### src/rtl/mac_dot_engine.sv
// Pipelined multiply-accumulate dot-product engine over framed operand streams.
// Latency: beat sampled at edge k is accumulated at edge k+1; result pulse follows (2 cycles).
// Backpressure: none; a beat is accepted on every cycle in_valid is high.
//
// Ports:
//   clk, rst                 single clock, synchronous active-high reset
//   in_valid/in_first/in_last, a, b
//                            operand beat and its vector framing
//   out_valid                one-cycle pulse per completed vector
//   out_acc/out_ovf/out_count
//                            dot product, sticky overflow, term count (held until next result)
//   busy                     vector open or a beat waiting in stage 1
module mac_dot_engine #(
  parameter int DATA_W   = 4,
  parameter int ACC_W    = 16,
  parameter int SIGNED   = 0,
  parameter int SATURATE = 1,
  parameter int CNT_W    = 8
) (
  input  logic              clk,
  input  logic              rst,
  input  logic              in_valid,
  input  logic              in_first,
  input  logic              in_last,
  input  logic [DATA_W-1:0] a,
  input  logic [DATA_W-1:0] b,
  output logic              out_valid,
  output logic [ACC_W-1:0]  out_acc,
  output logic              out_ovf,
  output logic [CNT_W-1:0]  out_count,
  output logic              busy
);

  localparam int PW  = 2 * DATA_W;
  localparam bit SGN = (SIGNED != 0);
  localparam bit SAT = (SATURATE != 0);

  // Stage 1 registers
  logic              s1_valid;
  logic              s1_first;
  logic              s1_last;
  logic [DATA_W-1:0] s1_a;
  logic [DATA_W-1:0] s1_b;

  // Stage 2 state
  logic [ACC_W-1:0]  acc;
  logic              ovf_sticky;
  logic [CNT_W-1:0]  cnt;
  logic              vec_open;

  // Stage 2 datapath
  logic [PW-1:0]     a_ext;
  logic [PW-1:0]     b_ext;
  logic [PW-1:0]     prod;
  logic [ACC_W:0]    prod_x;
  logic [ACC_W:0]    base_x;
  logic [ACC_W:0]    sum;
  logic              ovf_now;
  logic [ACC_W-1:0]  sat_val;
  logic [ACC_W-1:0]  acc_nxt;
  logic              ovf_nxt;
  logic [CNT_W-1:0]  cnt_nxt;

  always_comb begin
    // Extending operands to the full product width before multiplying makes the
    // low PW bits of the product correct for both signed and unsigned operands.
    a_ext   = {{DATA_W{SGN & s1_a[DATA_W-1]}}, s1_a};
    b_ext   = {{DATA_W{SGN & s1_b[DATA_W-1]}}, s1_b};
    prod    = a_ext * b_ext;
    prod_x  = {{(ACC_W + 1 - PW){SGN & prod[PW-1]}}, prod};
    base_x  = s1_first ? '0 : {SGN & acc[ACC_W-1], acc};
    sum     = base_x + prod_x;

    // Both addends lie inside the ACC_W range, so one guard bit is enough:
    // unsigned overflow is a carry out, signed overflow is the guard bit
    // disagreeing with the result sign.
    ovf_now = SGN ? (sum[ACC_W] ^ sum[ACC_W-1]) : sum[ACC_W];

    if (!SGN)
      sat_val = '1;
    else if (sum[ACC_W])
      sat_val = {1'b1, {(ACC_W-1){1'b0}}};
    else
      sat_val = {1'b0, {(ACC_W-1){1'b1}}};

    acc_nxt = (ovf_now && SAT) ? sat_val : sum[ACC_W-1:0];
    ovf_nxt = ovf_now | (~s1_first & ovf_sticky);

    if (s1_first)
      cnt_nxt = CNT_W'(1);
    else if (&cnt)
      cnt_nxt = cnt;
    else
      cnt_nxt = cnt + CNT_W'(1);
  end

  always_ff @(posedge clk) begin
    if (rst) begin
      s1_valid   <= 1'b0;
      s1_first   <= 1'b0;
      s1_last    <= 1'b0;
      s1_a       <= '0;
      s1_b       <= '0;
      acc        <= '0;
      ovf_sticky <= 1'b0;
      cnt        <= '0;
      vec_open   <= 1'b0;
      out_valid  <= 1'b0;
      out_acc    <= '0;
      out_ovf    <= 1'b0;
      out_count  <= '0;
    end else begin
      s1_valid  <= in_valid;
      s1_first  <= in_first;
      s1_last   <= in_last;
      s1_a      <= a;
      s1_b      <= b;
      out_valid <= s1_valid & s1_last;
      if (s1_valid) begin
        acc        <= acc_nxt;
        ovf_sticky <= ovf_nxt;
        cnt        <= cnt_nxt;
        // A vector only counts as open once a first beat has been seen.
        vec_open   <= ~s1_last & (s1_first | vec_open);
        if (s1_last) begin
          out_acc   <= acc_nxt;
          out_ovf   <= ovf_nxt;
          out_count <= cnt_nxt;
        end
      end
    end
  end

  assign busy = vec_open | s1_valid;

endmodule

### config.mk
export PLATFORM = sky130hd
export DESIGN_NAME = mac_dot_engine
export DESIGN_NICKNAME = d
export VERILOG_FILES = /design/src/rtl/mac_dot_engine.sv
export SDC_FILE = /design/constraint.sdc
export NUM_CORES = 1
export LEC_CHECK = 0
export BUFFER_PORTS_ARGS = -buffer_cell sky130_fd_sc_hd__buf_2
export CAP_MARGIN = 20
export CORE_UTILIZATION = 59
export DETAILED_ROUTE_END_ITERATION = 6
export PLACE_DENSITY_LB_ADDON = 0.05
export SKIP_LAST_GASP = 1
export SYNTH_ARGS = -nofsm -noshare
export SYNTH_HDL_FRONTEND = slang
export SYNTH_SLANG_ARGS = --single-unit
### constraint.sdc
create_clock -name clk -period 4 [get_ports clk]
set_input_delay 0.8 -clock clk [delete_from_list [all_inputs] [get_ports clk]]
set_output_delay 0.8 -clock clk [all_outputs]
set_load 0.01 [all_outputs]
==> summary.md, run 1 <==
| Metric | Value |
|---|---|
| Area growth from synthesis to layout | `12.00%` |
| # Post-CTS Setup Buffers | `0` |
| First-pass GRT wire length | `13810 um` |
| EDFF count, synth | `0` |
| WL final | `between 8000 and 9000 um` |
| Die height | `between 80 and 90 um` |
| Finished Cell Area | `about 4100 um2` |
| Hold buffers post-CTS | `0` |
| Syn avg cell area | `approximately 8.5 um2` |
| Tmin final | `about 3800 ps` |
| Vias/cell | `between 5 and 6` |
| DR vias | `3074` |
| Syn Inst Count | `between 400 and 500` |
| Worst Setup End Kind | `flip-flop` |
| Final hold viol count | `0` |
| Worst Hold Class | `reg2reg` |
| PD cells | `334.0 nW/um2` |
| GRT overflow | `0` |
| Antenna cells | `0` |
| CP Launch Type | `flip-flop` |
| Global-route usage over all layers | `28.12%` |
| Routability cong. | `~0.88` |
| CTS resizes | `0` |
| Worst-margin pin slew | `~660 ps` |
| Initial antenna violation count | `0` |
| Worst-path fanout max | `4` |
| Worst-path clk slew | `around 70 ps` |
| Yosys reg bits | `between 60 and 70` |
| Most common cell in the netlist | `dfxtp_1` |
| Max VDD drop | `261.5 uV` |
| Die area | `between 6000 and 7000 um2` |
| Fraction of layout cells with a size suffix above 1 | `around 16%` |
| CTS Sinks | `between 60 and 70` |
| Number of global-route vias before repair | `2928` |
| Placed cells | `~520` |
| Dpl hpwl | `roughly 5800 um` |
| PnR Total Power | `1.357 mW` |
| Number of buffers created by CTS | `9` |
| Yosys top cell area share | `approximately a third` |
| Worst Setup Path Type | `reg2reg` |
| RR Startpoint | `s1_a[1]` |
| Max_slew headroom | `55.99%` |
| Synth async-reset ratio | `0%` |
| Core Footprint | `just under 6000 um2` |
| Filler Cell Count | `524` |
| Initial Utilization | `approximately 60%` |
| Status | `complete, no violations` |
| Hold path cells | `2` |
| Netlist Area Pre-Place | `around 3600 um2` |
| Largest net degree at the start of global routing | `45` |
| First-pass DRT Iterations | `4` |
| Final period util | `94.20%` |
| Crit-path cells | `nand2_1 > fa_1 > fa_1 > fa_1 > inv_1 > ha_1 > a21o_1 > a221oi_4 > nor2_1 > nor4_1 > a311oi_1` |
| CTS tree | `yes` |
| Ys flop type | `dfxtp_1` |
| Post-DP Area | `3849 um2` |
| Max-slew violations | `0` |
| Crit path DAT | `3980 ps` |
| RSZ-0062 raised after global routing | `false` |
| Crit path max-delay cell type | `fa_1` |
| Root buf cell | `clkbuf_8` |
| Endpoints failing setup | `0` |
| H-Tree Depth | `3` |
| YS warnings | `0` |
| Yosys top cell by area | `dfxtp_1` |
| Hold path start | `out_count[2]` |
| Slowest cell delay on critical path | `around 550 ps` |
| Syn nets | `~470` |
| TNS Setup | `0 ps` |
| Max-Cap Viols | `0` |
| Pre-CTS setup slack | `~180 ps` |
| Layout Cells excl Fill | `~530` |
| Max Freq | `~270 MHz` |
| Clock Path Buffers | `2` |
| Worst path required time | `roughly 4200 ps` |
| Leakage power total | `approximately 1.7 nW` |
| Most frequent cells after synthesis | `63 x dfxtp_1, 33 x nand2_1, 30 x nor2_1, 24 x inv_1, 19 x ha_1` |
| Setup crit start | `s1_a[1]` |
| Final Skew | `a little under 9 ps` |
| Sequential-to-total area share from yosys stat | `34.76%` |
| Largest cells by area after synthesis | `dfxtp_1 35%, ha_1 6.6%, fa_1 5.0%` |
| Die W | `80.42 um` |
| DRT iter0 DRCs | `~140` |
| Synth unique cells | `62` |
| # port buffers | `39` |
| Rows | `28` |
| DR DRC count | `0` |
| Nets | `around 500` |
| I/O pins | `40` |
| Skew-Pair Late Insertion Delay | `between 300 and 400 ps` |
| Most frequent CP cell | `fa_1` |
| Cells on worst reg2reg path | `11` |
| Post-route ant nets | `0` |
| Setup ws final | `between 200 and 250 ps` |
| Avg WL per Cell | `roughly 15 um` |
registers in the layout, indices dropped and copies added, names as in the netlist, 4 cells and up:
| name | cells |
|---|---|
| s1_b | 4 |
| out_acc | 16 |
| acc | 16 |
| s1_a | 4 |
| cnt | 8 |
| out_count | 8 |
report_power, final:
group          internal, mW  switching (mW)
Clock                 0.288           0.272
Combinational        0.0552          0.0848
Sequential            0.645          0.0126
cell families after synthesis:
| group | count (synthesis) | synth area share, % |
|---|---|---|
| adders and majority gates | 28 | 11.52 |
| DFF | 63 | 34.76 |
| and+or+nand+nor | 164 | 23.55 |
| AOI/OAI and AO/OA | 103 | 20.55 |
| buffers and inverters | 53 | 6.034 |
| muxes | 5 | 1.414 |
| xor gates and xnor gates | 9 | 2.173 |
cell type report:
cell class	count	area, um2	area share, %
multi-input combinational	309	2171	53.42
sequential	63	1261	31.03
timing repair buffer	46	247.7	6.096
clock buffer	9	123.9	3.048
inverter	25	93.84	2.309
tap	75	93.84	2.309
clock inverter	7	72.57	1.786
worst paths after layout:
kind	endpoint	slack [ps]
worst min-delay path	out_count[2]	450
worst min register to register	out_count[2]	450
worst max-delay path	acc[13]	230
worst max register to register	acc[13]	230
per-stage QoR:
stage,hold slack (ps),util [%]
after floorplan,432.2,-
after global placement,433.4,65.00
after detailed placement,441.3,65.00
after CTS,460.1,68.32
after global routing,478.1,68.64
final,452.0,68.64
critical path, delay by kind of cell, from the launching register on:
kind | cells | cell delay, ps
buffers and inverters | 1 | 50
DFF | 1 | 380
and+or+nand+nor | 3 | 570
AOI/OAI and AO/OA | 3 | 730
adders and majority gates | 4 | 1900
layout by cell type (no fill, tap or decap), types with 8 or more instances in the layout:
cell	count
dfxtp_1	63
buf_2	39
nand2_1	33
nor2_1	30
inv_1	24
ha_1	19
nor2b_1	18
and2_1	17
o21ai_0	17
a21oi_1	16
nor3_1	15
a211oi_1	14
nand3_1	13
nand2b_1	12
fa_1	9
clkbuf_8	9
nand4_1	8
a311oi_1	8
layer usage:
metal	part of all wire, %	GRT usage [%]	routed length, um	up-vias
met5	0	0	0	-
met4	1.7	9.464	136	0
met3	3.6	5.909	291	12
met2	47	46.44	3877	59
met1	47	36.19	3890	1434
li1	-	-	-	1569
(Power assumes the default switching activity.)
==> inputs of run 2 (changes only) <==
Settings changed: CORE_UTILIZATION 59 to 60, CTS_CLUSTER_DIAMETER set to 60.
Clock period 4 ns to 4.7 ns, I/O delays scaled along.
==> summary.md, run 2 (same netlist as run 1, synthesis figures left out) <==
| Metric | Value |
|---|---|
| Largest registers | `acc x16, out_acc x16` |
| I/O pins | `40 (unchanged)` |
| Tmin final | `3876 ps (+108.0 ps)` |
| Max Freq | `258.0 MHz (-2.8%)` |
| Die W | `79.77 um (-0.81%)` |
| First-pass DRT Iterations | `4 (unchanged)` |
| Nets | `494 (-0.20%)` |
| Post-DP Area | `3834 um2 (-0.39%)` |
| # port buffers | `39 (unchanged)` |
| First-pass GRT wire length | `14320 um (+3.6%)` |
| DR DRC count | `0 (unchanged)` |
| Layout Cells excl Fill | `530 (-0.75%)` |
| Slowest cell delay on critical path | `540 ps (about the same)` |
| Vias/cell | `6.009 (+4.4%)` |
| PD cells | `300.2 nW/um2 (-10%)` |
| Endpoints failing setup | `0 (unchanged)` |
| Core Footprint | `5675 um2 (-4.1%)` |
| Final Skew | `10.36 ps (+1.621 ps)` |
| Most frequent CP cell | `fa_1` |
| Hold path cells | `2 (unchanged)` |
| Die height | `79.77 um (-0.81%)` |
| H-Tree Depth | `3 (unchanged)` |
| Finished Cell Area | `4064 um2 (unchanged)` |
| Final period util | `82.47% (-12 points)` |
| Max_slew headroom | `52.59% (-3.4 points)` |
| Hold buffers post-CTS | `0 (unchanged)` |
| Crit path DAT | `4130 ps (+150 ps)` |
| TNS Setup | `0 ps (unchanged)` |
| DR vias | `3185 (+3.6%)` |
| Largest net degree at the start of global routing | `46 (+2.2%)` |
| Rows | `27 (-3.6%)` |
| Number of buffers created by CTS | `9 (unchanged)` |
| Root buf cell | `clkbuf_8` |
| Skew-Pair Late Insertion Delay | `350 ps (about the same)` |
| Cells on worst reg2reg path | `11 (unchanged)` |
| Initial Utilization | `63.93% (+2.6 points)` |
| PnR Total Power | `1.220 mW (-10%)` |
| Crit path max-delay cell type | `fa_1` |
| WL final | `8499 um (+3.7%)` |
| Clock Path Buffers | `2 (unchanged)` |
| Post-route ant nets | `0 (unchanged)` |
| CTS tree | `yes` |
| Worst-path fanout max | `8 (+4)` |
| Worst path required time | `4960 ps (+750 ps)` |
| Worst Setup End Kind | `flip-flop` |
| Max-slew violations | `0 (unchanged)` |
| CP Launch Type | `flip-flop` |
| Max-Cap Viols | `0 (unchanged)` |
| Worst Hold Class | `reg2reg` |
| # Post-CTS Setup Buffers | `0 (unchanged)` |
| Global-route usage over all layers | `29.35% (+1.2 points)` |
| Most frequent cells in the layout | `63 x dfxtp_1, 39 x buf_2, 33 x nand2_1` |
| Antenna cells | `0 (unchanged)` |
| Worst Setup Path Type | `reg2reg` |
| Worst-margin pin slew | `709.5 ps (+50.97 ps)` |
| CTS Sinks | `63 (unchanged)` |
| Fraction of layout cells with a size suffix above 1 | `15.28% (-0.62 points)` |
| Status | `complete, no violations` |
| Avg WL per Cell | `16.04 um (+4.5%)` |
| Commonest non-fill, non-tap cell in the layout | `dfxtp_1` |
| Crit-path cells | `nand2_1 > fa_1 > fa_1 > fa_1 > inv_1 > ha_1 > nand4_1 > a211oi_2 > buf_4 > nor3_1 > a211oi_1` |
| Initial antenna violation count | `0 (unchanged)` |
| Routability cong. | `0.9074 (+2.9%)` |
| Worst-path clk slew | `80 ps (about the same)` |
| Dpl hpwl | `5676 um (-1.4%)` |
| Final hold viol count | `0 (unchanged)` |
| GRT overflow | `0 (unchanged)` |
| CTS resizes | `0 (unchanged)` |
| Placed cells | `514 (-0.77%)` |
| RSZ-0062 raised after global routing | `false` |
| Number of global-route vias before repair | `3072 (+4.9%)` |
| Max VDD drop | `274.5 uV (+5.0%)` |
| Leakage power total | `1.701 nW (+0.23%)` |
| Area growth from synthesis to layout | `12.00% (unchanged)` |
| Die area | `6362 um2 (-1.6%)` |
| DRT iter0 DRCs | `132 (-6.4%)` |
## run 2: cell count changes in the layout (fill, tap and decap cells not counted), sizes merged
cell	delta
buf	-1
clkinv	-2
bufinv	+1
clkbuf	+1
## run 2: layer usage
layer  vias to the layer above  part of all wire, %  GRT usage (%)
met2                        71                   49          50.60
li1                       1565                    -              -
met5                         -                    0              0
met4                         0                  1.7          9.286
met3                        16                  4.8          7.314
met1                      1533                   44          35.69
## run 2: final cells by class
type	instances	area, um2
Clock buffer	10	137.6
Clock inverter	6	92.59
Fill cell	462	1612
Inverter	25	93.84
Multi-Input combinational cell	309	2148
Sequential cell	63	1261
Tap cell	72	90.09
Timing Repair Buffer	45	240.2
## run 2: critical path, delay by kind of cell, from the launching register on
family                     cells  cell delay, ps
and+or+nand+nor                3             490
DFF                            1             360
buffers and inverters          2             290
AOI/OAI and AO/OA              2             730
adders and majority gates      4            1910
## run 2: stage by stage
step / utilization, % / setup slack (ps) / hold slack [ps]
after floorplan: - / 1188 / 432.2
after global placement: 67.55 / 939.6 / 432.4
after detailed placement: 67.55 / 834.3 / 433.8
after CTS: 71.60 / 821.0 / 450.6
after global routing: 71.60 / 610.9 / 461.8
final: 71.60 / 823.9 / 445.8
## run 2: final timing paths
check | from | end | slack, ps
setup / recovery | s1_a[0] | acc[1] | 820
hold / removal | out_count[7] | out_count[7] | 450
setup reg to reg | s1_a[0] | acc[1] | 820
hold reg to reg | out_count[7] | out_count[7] | 450
## run 2: power breakdown
part / internal [mW] / total [mW] / switching, mW
Combinational: 0.0467 / 0.119 / 0.0721
Sequential: 0.549 / 0.561 / 0.0119
Clock: 0.315 / 0.540 / 0.225
==> inputs of run 3 (changes only) <==
Settings changed: CORE_UTILIZATION 60 to 59.
Clock period 4.7 ns to 3.8 ns, I/O delays scaled along.
==> summary.md, run 3 (same netlist as run 1, synthesis figures left out) <==
| Metric | Value |
|---|---|
| Placed cells | `524 (+1.9%)` |
| Crit-path cells | `and2_1 > fa_1 > ha_1 > inv_1 > fa_1 > inv_1 > ha_1 > a21o_1 > a31oi_2 > buf_4 > and2_1 > o41ai_1 > buf_4 > o32ai_1` |
| Number of global-route vias before repair | `2926 (-4.8%)` |
| Core Footprint | `5921 um2 (+4.3%)` |
| Final period util | `95.72% (+13 points)` |
| PD cells | `365.1 nW/um2 (+22%)` |
| Worst r2r dst | `acc[14]` |
| Max VDD drop | `344.1 uV (+25%)` |
| RSZ-0062 raised after global routing | `false` |
| Root buf cell | `clkbuf_8` |
| # Post-CTS Setup Buffers | `0 (unchanged)` |
| Worst Hold Class | `reg2reg` |
| Die W | `80.42 um (+0.82%)` |
| Max-Cap Viols | `0 (unchanged)` |
| Hold Path Sink | `out_acc[4]` |
| R2R setup slack | `160 ps (-660 ps)` |
| Tmin final | `3637 ps (-238.7 ps)` |
| Avg WL per Cell | `15.36 um (-4.2%)` |
| # port buffers | `39 (unchanged)` |
| DRT iter0 DRCs | `131 (-0.76%)` |
| Cells on worst reg2reg path | `14 (+3)` |
| First-pass GRT wire length | `13680 um (-4.5%)` |
| I/O pins | `40 (unchanged)` |
| Clock Path Buffers | `2 (unchanged)` |
| Hold path cells | `2 (unchanged)` |
| Max Freq | `274.9 MHz (+6.6%)` |
| Area of the multi-input gates | `2181 um2 (+1.5%)` |
| Routability cong. | `0.9086 (+0.13%)` |
| Worst Setup Path Type | `reg2reg` |
| Final hold viol count | `0 (unchanged)` |
| CTS tree | `yes` |
| WL final | `8296 um (-2.4%)` |
| Global-route usage over all layers | `27.41% (-1.9 points)` |
| Vias/cell | `5.902 (-1.8%)` |
| Antenna cells | `0 (unchanged)` |
| DR vias | `3187 (+0.063%)` |
| Rows | `28 (+3.7%)` |
| Endpoints failing setup | `0 (unchanged)` |
| Worst-margin pin slew | `672.6 ps (-36.89 ps)` |
| Worst path required time | `4010 ps (-950 ps)` |
| Area growth from synthesis to layout | `14.62%` |
| DR DRC count | `0 (unchanged)` |
| Slowest cell delay on critical path | `530 ps (about the same)` |
| Skew-Pair Late Insertion Delay | `350 ps (about the same)` |
| Number of buffers created by CTS | `9 (unchanged)` |
| Crit path DAT | `3840 ps (-290 ps)` |
| Worst-path fanout max | `7 (-1)` |
| Max_slew headroom | `55.05% (+2.5 points)` |
| Leakage power total | `1.736 nW (+2.0%)` |
| Reg area | `1267 um2 (+0.50%)` |
| CP Launch Type | `flip-flop` |
| Worst hold slack | `448.5 ps (+2.670 ps)` |
| Filler Cell Count | `507 (+9.7%)` |
| Dpl hpwl | `5747 um (+1.3%)` |
| Most frequent cells in the layout | `58 x dfxtp_1, 39 x buf_2, 33 x nand2_1` |
| Fraction of layout cells with a size suffix above 1 | `18.71% (+3.4 points)` |
| TNS Setup | `0 ps (unchanged)` |
| Commonest non-fill, non-tap cell in the layout | `dfxtp_1` |
| Layout Cells excl Fill | `540 (+1.9%)` |
| First-pass DRT Iterations | `4 (unchanged)` |
| Largest net degree at the start of global routing | `45 (-2.2%)` |
| Post-route ant nets | `0 (unchanged)` |
| Largest registers | `acc x16, out_acc x16` |
| Initial Utilization | `61.28% (-2.6 points)` |
| Initial antenna violation count | `0 (unchanged)` |
| GRT overflow | `0 (unchanged)` |
| Die area | `6467 um2 (+1.6%)` |
| Crit path max-delay cell type | `fa_1` |
| Worst Setup End Kind | `flip-flop` |
| RR Startpoint | `s1_a[1]` |
| Hold path start | `out_acc[4]` |
| Final Skew | `9.703 ps (-0.6559 ps)` |
| Die height | `80.42 um (+0.82%)` |
| Worst-path clk slew | `70 ps (about the same)` |
| Nets | `501 (+1.4%)` |
| H-Tree Depth | `3 (unchanged)` |
| Max-slew violations | `0 (unchanged)` |
| Status | `complete, no violations` |
| CTS Sinks | `63 (unchanged)` |
run 3: cell type report:
type	count	share of cell area [%]
multi-input cells	309	52.44
well taps	75	2.256
repair buffers	52	7.040
clock inverters	6	2.226
flip-flops and latches	63	30.48
clock buffers	10	3.309
inverters	25	2.256
run 3: where the power goes:
group	leakage, nW	internal [mW]	total [mW]	switching (mW)
logic	1.11	0.0639	0.155	0.0910
clock network	0.109	0.390	0.669	0.279
registers	0.514	0.679	0.694	0.0150
run 3: metrics by stage:
step                power (mW)  utilization, %  cell area [um2]  setup WS [ps]
finish                   1.518           70.25             4159          162.5
CTS                      1.522           69.65             4124          29.75
global route             1.577           70.25             4159          13.93
detailed placement      0.8586           65.77             3894          53.77
floorplan               0.8127               -             3628          288.3
global placement        0.8543           65.77             3894          175.2
run 3: critical path, delay by kind of cell, from the launching register on:
family / cells / cell delay, ps
fa+ha+maj: 4 / 1600
buf+inv: 4 / 450
flops: 1 / 330
compound gates: 4 / 760
simple gates: 2 / 360
run 3: worst max path at each step:
stage | from | end | slack [ps]
6_report | s1_a[1] | acc[14] | 160
5_1_grt | s1_a[1] | out_acc[14] | 10
4_1_cts | s1_b[3] | out_acc[13] | 30
3_5_place_dp | s1_b[3] | out_acc[13] | 50
3_3_place_gp | s1_a[1] | out_acc[8] | 180
2_1_floorplan | s1_a[0] | acc[13] | 290
run 3: per-layer routing:
metal	GRT usage, %	up-vias	share of wire [%]	wire [um]
met5	0	-	0	0
met4	8.214	0	1.0	87
met3	5.455	13	4.9	405
met2	44.49	91	48	4022
met1	36.50	1496	46	3781
li1	-	1587	-	-
run 3: repair_timing:
action,in CTS,in global routing
gates resized for setup,0,10
hold buffers,0,0
setup endpoints to repair,0,18
